**src/rtl/omega_ctrl_pkg.sv**
```systemverilog
// Shared types and sizing for the omega evaluation controller.
package omega_ctrl_pkg;

    localparam int NUM_GRP_DEF = 16;
    localparam int GRP_W       = 4;

    typedef enum logic {
        S_IDLE = 1'b0,
        S_RUN  = 1'b1
    } state_t;

endpackage

```
**src/rtl/omega_grp_cnt.sv**
```systemverilog
// Group index counter for the omega evaluation controller: clear, increment, hold.
module omega_grp_cnt
    import omega_ctrl_pkg::*;
#(
    parameter int NUM_GRP = NUM_GRP_DEF
) (
    input  logic             clk,
    input  logic             reset,
    input  logic             i_clr,
    input  logic             i_inc,
    output logic [GRP_W-1:0] o_grp_idx,
    output logic             o_grp_last
);

    localparam logic [GRP_W-1:0] LAST_IDX = GRP_W'(NUM_GRP - 1);

    logic [GRP_W-1:0] r_idx;

    // Clear wins over increment; the index saturates so it never leaves the codeword.
    always_ff @(posedge clk) begin
        if (!reset) begin
            r_idx <= '0;
        end else if (i_clr) begin
            r_idx <= '0;
        end else if (i_inc && (r_idx != LAST_IDX)) begin
            r_idx <= r_idx + 1'b1;
        end
    end

    assign o_grp_idx  = r_idx;
    assign o_grp_last = (r_idx == LAST_IDX);

endmodule

```
**src/rtl/omega_eval_ctrl.sv**
```systemverilog
// Omega evaluation controller: steps the datapath through NUM_GRP sum groups per codeword.
// Optional abort input enabled by defining OMEGA_EVAL_CTRL_ABORT_EN.
module omega_eval_ctrl
    import omega_ctrl_pkg::*;
#(
    parameter int NUM_GRP = NUM_GRP_DEF
) (
    input  logic             clk,
    input  logic             reset,
`ifdef OMEGA_EVAL_CTRL_ABORT_EN
    input  logic             abort,
`endif
    input  logic             start,
    output logic             start_ready,
    output logic             ld_sel,
    output logic             eval_en,
    output logic             sum_valid,
    input  logic             sum_ready,
    output logic [GRP_W-1:0] grp_idx,
    output logic             grp_last,
    output logic             busy
);

    state_t r_state;
    logic   r_idle;
    logic   r_busy;
    logic   r_sumValid;

    logic   w_abort;
    logic   w_accept;
    logic   w_runAdv;
    logic   w_runDone;
    logic   w_grpLast;

`ifdef OMEGA_EVAL_CTRL_ABORT_EN
    assign w_abort = abort;
`else
    assign w_abort = 1'b0;
`endif

    // Handshake qualifiers are gated by reset so nothing leaks to the datapath while held.
    assign start_ready = reset & r_idle & ~w_abort;
    assign w_accept    = start_ready & start;
    assign w_runAdv    = reset & r_busy & ~w_abort & sum_ready & ~w_grpLast;
    assign w_runDone   = r_busy & (w_abort | (sum_ready & w_grpLast));

    assign ld_sel    = w_accept;
    assign eval_en   = w_accept | w_runAdv;
    assign sum_valid = r_sumValid;
    assign busy      = r_busy;
    assign grp_last  = w_grpLast;

    always_ff @(posedge clk) begin
        if (!reset) begin
            r_state    <= S_IDLE;
            r_idle     <= 1'b1;
            r_busy     <= 1'b0;
            r_sumValid <= 1'b0;
        end else begin
            case (r_state)
                S_IDLE: begin
                    if (w_accept) begin
                        r_state    <= S_RUN;
                        r_idle     <= 1'b0;
                        r_busy     <= 1'b1;
                        r_sumValid <= 1'b1;
                    end
                end
                S_RUN: begin
                    if (w_runDone) begin
                        r_state    <= S_IDLE;
                        r_idle     <= 1'b1;
                        r_busy     <= 1'b0;
                        r_sumValid <= 1'b0;
                    end
                end
                default: begin
                    r_state    <= S_IDLE;
                    r_idle     <= 1'b1;
                    r_busy     <= 1'b0;
                    r_sumValid <= 1'b0;
                end
            endcase
        end
    end

    omega_grp_cnt #(
        .NUM_GRP (NUM_GRP)
    ) u_grp_cnt (
        .clk        (clk),
        .reset      (reset),
        .i_clr      (w_accept | w_runDone),
        .i_inc      (w_runAdv),
        .o_grp_idx  (grp_idx),
        .o_grp_last (w_grpLast)
    );

endmodule

```
**config.mk**
```make
export PLATFORM = sky130hd
export DESIGN_NAME = omega_eval_ctrl
export DESIGN_NICKNAME = d
export VERILOG_FILES = /design/src/rtl/omega_ctrl_pkg.sv /design/src/rtl/omega_grp_cnt.sv /design/src/rtl/omega_eval_ctrl.sv
export SDC_FILE = /design/constraint.sdc
export NUM_CORES = 1
export LEC_CHECK = 0
export CAP_MARGIN = 20
export CORE_AREA = 2 2 39 41
export DETAILED_ROUTE_END_ITERATION = 12
export DIE_AREA = 0 0 41 43
export SYNTH_ARGS = -nofsm -noshare
export SYNTH_HDL_FRONTEND = slang
export SYNTH_HIERARCHICAL = 1
export SYNTH_SLANG_ARGS = --single-unit
```
**constraint.sdc**
```tcl
create_clock -name clk -period 2.15 [get_ports clk]
set_clock_uncertainty 0.05 [all_clocks]
set_input_delay 0.215 -clock clk [delete_from_list [all_inputs] [get_ports clk]]
set_output_delay 0.215 -clock clk [all_outputs]
set_load 0.005 [all_outputs]
```
==> results of run 1 <==
-- layout by cell type (no fill, tap or decap), drive strengths merged, types with 2 or more instances in the layout --
master,synthesis,final
clkdlybuf4s50,0,12
dfxtp,7,7
a21oi,4,4
clkbuf,0,4
buf,2,3
o21ai,3,3
nand2,2,2
nand2b,2,2
nand4,2,2
and3,2,2
and4b,2,2
nand3,2,2
inv,2,2
-- worst min-delay path by stage --
stage,from,to,slack (ps),depth (start not counted)
after floorplan,reset,r_idle$_SDFFE_PN1P_,270,1
after global placement,r_idle$_SDFFE_PN1P_,r_idle$_SDFFE_PN1P_,420,2
after detailed placement,r_idle$_SDFFE_PN1P_,r_idle$_SDFFE_PN1P_,430,2
after CTS,r_idle$_SDFFE_PN1P_,r_idle$_SDFFE_PN1P_,440,2
after global routing,r_idle$_SDFFE_PN1P_,r_idle$_SDFFE_PN1P_,450,2
final,r_idle$_SDFFE_PN1P_,r_idle$_SDFFE_PN1P_,430,2
-- layout make-up --
| type | instances | area share (%) |
|---|---|---|
| Inverter | 3 | 2.06 |
| Tap cell | 16 | 3.66 |
| Clock buffer | 4 | 4.81 |
| Sequential cell | 7 | 25.9 |
| Multi-Input combinational cell | 29 | 35.2 |
| Timing Repair Buffer | 16 | 28.4 |
-- through the flow --
stage                     total power (W)  instances  utilization [%]
after floorplan                  0.000164         41                -
after global placement           0.000193         71             37.3
after detailed placement         0.000194         71             37.3
after CTS                        0.000321         75             39.3
after global routing             0.000334         75             39.5
final                            0.000314         75             39.5
-- worst max-delay path, cell delays in order (launching register included) --
cell             delay [ps]
dfxtp_1                 380
ha_1                    200
and3_1                  180
buf_4                   150
clkdlybuf4s50_1         500
-- metal layers --
metal / vias to the layer above / GRT usage [%] / part of all wire, %
met5: - / 0 / 0
met4: 0 / 4.00 / 0.80
met1: 162 / 12.3 / 44
met3: 3 / 9.42 / 9.3
met2: 13 / 13.1 / 46
li1: 188 / - / -
-- where the power goes --
part	total [W]	internal (W)	leakage [nW]	switching, W
clock network	0.000124	0.0000711	0.0150	0.0000528
logic	0.0000470	0.0000302	0.178	0.0000168
registers	0.000143	0.000136	0.0577	0.00000651
-- sequential cells by signal, indices dropped and copies added (netlist names) --
signal / flops
u_grp_cnt/o_grp_idx: 4
r_state: 1
sum_valid: 1
r_idle: 1
-- cell families after synthesis --
| group | after synthesis | synth area share, % |
|---|---|---|
| AO/OA/AOI/OAI | 10 | 15.9 |
| adder cells (fa/ha/maj) | 1 | 3.45 |
| buffers and inverters | 5 | 8.27 |
| flip-flops | 7 | 38.6 |
| AND/OR/NAND/NOR | 18 | 33.8 |
==> results.md, run 1 <==
* Mapped Nets at 46
* Critical Path AT at 1670 ps
* Leak at 0.251 nW
* Critical Path Fanout Max at 9
* RR Endpoint: u_grp_cnt/o_grp_idx[0]$_SDFFE_PP0P_
* Hold Vio Cnt, Final at 0
* Final WL at 752 um
* Setup crit end kind: output port
* Post-synth EDFFs at 0
* Worst reg2reg setup slack at between 300 and 400 ps
* Unrepaired setup endpoints after global routing: no
* CTS Buf Count at 3
* Routed length per instance at 10.0 um
* VDD IR max at 305 uV
* Sequential-to-total area share from yosys stat at approximately two fifths
* Setup WS pre-CTS at roughly 280 ps
* Clk buf depth at 2
* Slew HR at between 80% and 90%
* Remaining antenna violation count at 0
* Vias in the first global route at 288
* Max-slew violations at 0
* GRT Total Usage at 10.5%
* Hold Path Class: register to register
* Worst Setup SP: u_grp_cnt/o_grp_idx[1]$_SDFFE_PP0P_
* Placed cell area at 517 um2
* Drt pass-1 iters at 2
* Cts hold-fix bufs at 0
* Top-Level Pins at 14
* Max Cap Viol at 0
* Startpoint class of the critical path: register
* Remaining DRCs at 0
* CTS tree: done
* Setup Crit Path Kind: register to output port
* I/O Buffers at 13
* Hold Worst Slack at 430 ps
* # rows at 14
* Storage element area at 141 um2
* Final Wtd Congestion at slightly below 0.7
* Commonest register cell after synthesis: dfxtp_1
* FF-to-FF Start: u_grp_cnt/o_grp_idx[0]$_SDFFE_PP0P_
* H-tree Lvls at 1
* Clock Pin Slew Worst Setup and Hold Paths at 60 ps
* Synth top area share at 38.6%
* Synthesized cell area at 363 um2
* Die ar. at 0.00176 mm2
* Share of cells above drive strength 1 at 18.6%
* Setup bufs post-CTS at 0
* Core Area at between 0.001 and 0.0015 mm2
* Highest clock rate at 517 MHz
* Measured slew at the worst slew-check pin at 166 ps
* Final nets at 65
* Synth Instances at 41
* Initial antenna violation count at 0
* Post-synthesis async set-or-reset flop share at 0%
* Final standard cell area without fillers at 547 um2
* Cell accounting for the most synthesized area: dfxtp_1
* Yosys Warn Count at 6
* First-pass GRT wire length at 1.17 mm
* Fill count at 158
* Yosys cell types at 26
* R2R cell count at 7
* Outcome: finished, final reports clean
* Req. time, crit path at 1880 ps
* Tcrit/Tclk final at 89.9%
* Worst Setup Slack, final at 217 ps
* Setup-failing EPs final at 0
* PD cells at roughly 570 mW/mm2
* Die H at approximately 43 um
* Skew-Pair Late Insertion Delay at 260 ps
* Die Wd at 41 um
* # diodes at 0
* Top-count cell post-synth: dfxtp_1
* Footprint of the multi-input gates at 193 um2
* Top cells by area, synth: dfxtp_1, a21oi_1, o21ai_1
* DR iter-0 viols at 2
* Final HPWL DP at about 550 um
* DR vias/cell at ~5
* Syn-to-layout area delta at 50.7%
* Largest net degree at the start of global routing at 10
* Min Clock Period, post-route at around 1900 ps
* Syn avg cell area at 8.85 um2
* Post-cts resize count at 1
* Commonest cells post-synth: dfxtp_1, a21oi_1, o21ai_1
* Setup TNS at 0 ps
* Sink Count at 7
* Via count at 366
* Critical path destination: grp_last
* Clk root buf: clkbuf_4
* Initial Utilization at 26.2%
* Gr ovfl total at 0
* Synth Register Bits at 7
No activity file was read; power rests on OpenSTA's default activity.
==> run 2: changes to the inputs <==
ABC_AREA = 1   (was not set)
==> results.md, run 2 <==
* Outcome: finished, final reports clean
* Final nets at 79 (+22%)
* Commonest non-fill, non-tap cells in the layout: nor2_1, clkdlybuf4s50_1, nand2_1, inv_1, dfxtp_1
* Commonest cells post-synth: nor2_1, nand2_1, inv_1, dfxtp_1
* Remaining antenna violation count at 0 (unchanged)
* Setup Crit Path Kind: register to output port
* Yosys Warn Count at 6 (unchanged)
* Placed insts at 85 (+20%)
* Sink Count at 7 (unchanged)
* Clock Pin Slew Worst Setup and Hold Paths at 50 ps (about the same)
* Max Cap Viol at 0 (unchanged)
* PD cells at 580 mW/mm2 (+1.1%)
* H-tree Lvls at 1 (unchanged)
* Skew-Pair Late Insertion Delay at 250 ps (about the same)
* CP max stage cell: clkdlybuf4s50_1
* Initial Utilization at 27.0% (+0.81 points)
* Initial antenna violation count at 0 (unchanged)
* Post-Layout Cell Count at 89 (+19%)
* Unrepaired setup endpoints after global routing: no
* Cts hold-fix bufs at 0 (unchanged)
* Largest net degree at the start of global routing at 8 (-2)
* VDD IR max at 311 uV (+1.9%)
* Hold Path Class: register to register
* Via count at 404 (+10%)
* # diodes at 0 (unchanged)
* I/O Buffers at 13 (unchanged)
* Slowest stage delay, CP at 520 ps (+20 ps)
* Clk buf depth at 2 (unchanged)
* Worst Path Buf+Inv at 2 (unchanged)
* First-pass GRT wire length at 1.32 mm (+12%)
* Die H at 43 um (unchanged)
* Commonest register cell after synthesis: dfxtp_1
* Die Wd at 41 um (unchanged)
* Post-cts resize count at 0 (-1)
* CTS tree: done
* Final WL at 829 um (+10%)
* Highest clock rate at 510 MHz (-1.4%)
* Critical Path Fanout Max at 5 (-4)
* Setup bufs post-CTS at 0 (unchanged)
* Final HPWL DP at 619 um (+13%)
* Slew HR at 81.8% (-7.1 points)
* Cell accounting for the most synthesized area: dfxtp_1
* Measured slew at the worst slew-check pin at 272 ps (+106 ps)
* Most common cell after layout, fill and taps aside: nor2_1
* Mapped Nets at 62 (+35%)
* Vias in the first global route at 341 (+18%)
* CP top delay family: buffers and inverters
* Post-synth EDFFs at 0 (unchanged)
* Top-Level Pins at 14 (unchanged)
* Gr ovfl total at 0 (unchanged)
* Synth Instances at 57 (+39%)
* Setup crit end kind: output port
* Yosys cell types at 13 (-50%)
* Leak at 0.248 nW (-1.0%)
* Core Area at 0.00138 mm2 (unchanged)
* Top cells by area, synth: dfxtp_1, nor2_1, nand2_1
* Synth Register Bits at 7 (unchanged)
* Remaining DRCs at 0 (unchanged)
* Max-slew violations at 0 (unchanged)
* Final Wtd Congestion at 0.735 (+8.3%)
* Sequential-to-total area share from yosys stat at 37.5% (-1.2 points)
* CP cell instances: ha_1, nand3_2, inv_1, o21ai_0, clkdlybuf4s50_1
* GRT Total Usage at 11.2% (+0.72 points)
* Share of cells above drive strength 1 at 11.0% (-7.7 points)
* Startpoint class of the critical path: register
* Tcrit/Tclk final at 91.2% (+1.3 points)
* DR vias/cell at 4.54 (-7.0%)
* Syn-to-layout area delta at 45.2%
* Critical Path AT at 1700 ps (+30 ps)
* Synth top area share at 37.5% (-1.2 points)
* CTS Buf Count at 3 (unchanged)
* Drt pass-1 iters at 4 (+2)
* Min Clock Period, post-route at 1960 ps (+28.3 ps)
* Synthesized cell area at 374 um2 (+3.1%)
* Post-synthesis async set-or-reset flop share at 0% (unchanged)
* Top-count cell post-synth: nor2_1
* # rows at 14 (unchanged)
* Final Util at 39.2% (-0.27 points)
* Clk root buf: clkbuf_4
* DR iter-0 viols at 10 (+8)
* Req. time, crit path at 1880 ps (about the same)
* Die ar. at 0.00176 mm2 (unchanged)
* Routed length per instance at 9.31 um (-7.1%)
* Setup TNS at 0 ps (unchanged)
* Setup-failing EPs final at 0 (unchanged)
* Max FFs per register at 4 (unchanged)
* Hold Vio Cnt, Final at 0 (unchanged)
* Syn avg cell area at 6.56 um2 (-26%)
==> run 2: cell families after synthesis <==
logic type | share of synthesized area (%)
fa+ha+maj | 3.34
simple gates | 41.5
flops | 37.5
buf+inv | 11.0
compound gates | 6.69
==> run 2: final timing paths <==
kind	startpoint	cells after the start	slack [ps]	endpoint
worst max-delay path	u_grp_cnt/o_grp_idx[0]$_SDFFE_PP0P_	5	190	eval_en
worst min-delay path	r_idle$_SDFFE_PN1P_	2	430	r_idle$_SDFFE_PN1P_
worst max register to register	u_grp_cnt/o_grp_idx[0]$_SDFFE_PP0P_	8	620	u_grp_cnt/o_grp_idx[2]$_SDFFE_PP0P_
worst min register to register	r_idle$_SDFFE_PN1P_	2	430	r_idle$_SDFFE_PN1P_
==> run 2: tightest hold or removal path, stage by stage, from the launching register on <==
cell,delay (ps)
dfxtp_1,330
nand2_1,70
nand2_1,40
==> run 2: per-stage QoR <==
step	total power, W	hold WS, ps	instance area (um2)	setup slack, ps
2_1_floorplan	0.000171	288	374	792
3_3_place_gp	0.000200	420	517	293
3_5_place_dp	0.000200	426	517	241
4_1_cts	0.000324	433	543	169
5_1_grt	0.000345	441	543	26.5
6_report	0.000315	430	543	189
==> run 2: final cells by class <==
type	instances	area [um2]
clock buffers	4	26.3
inverters	9	33.8
repair buffers	13	130
fillers	170	841
flip-flops and latches	7	140
well taps	16	20.0
multi-input cells	40	193
==> run 2: power breakdown <==
part | internal (W) | total [W] | switching (W)
combinational | 0.0000303 | 0.0000538 | 0.0000235
clock | 0.0000707 | 0.000118 | 0.0000473
sequential | 0.000137 | 0.000143 | 0.00000680
==> run 2: layer usage <==
metal  routed length, um  global-route usage, %  vias up
met1                 402                   14.0      177
met3                  75                   3.14        0
li1                    -                      -      211
met4                   0                   8.00        0
met5                   0                      0        -
met2                 351                   15.6       16
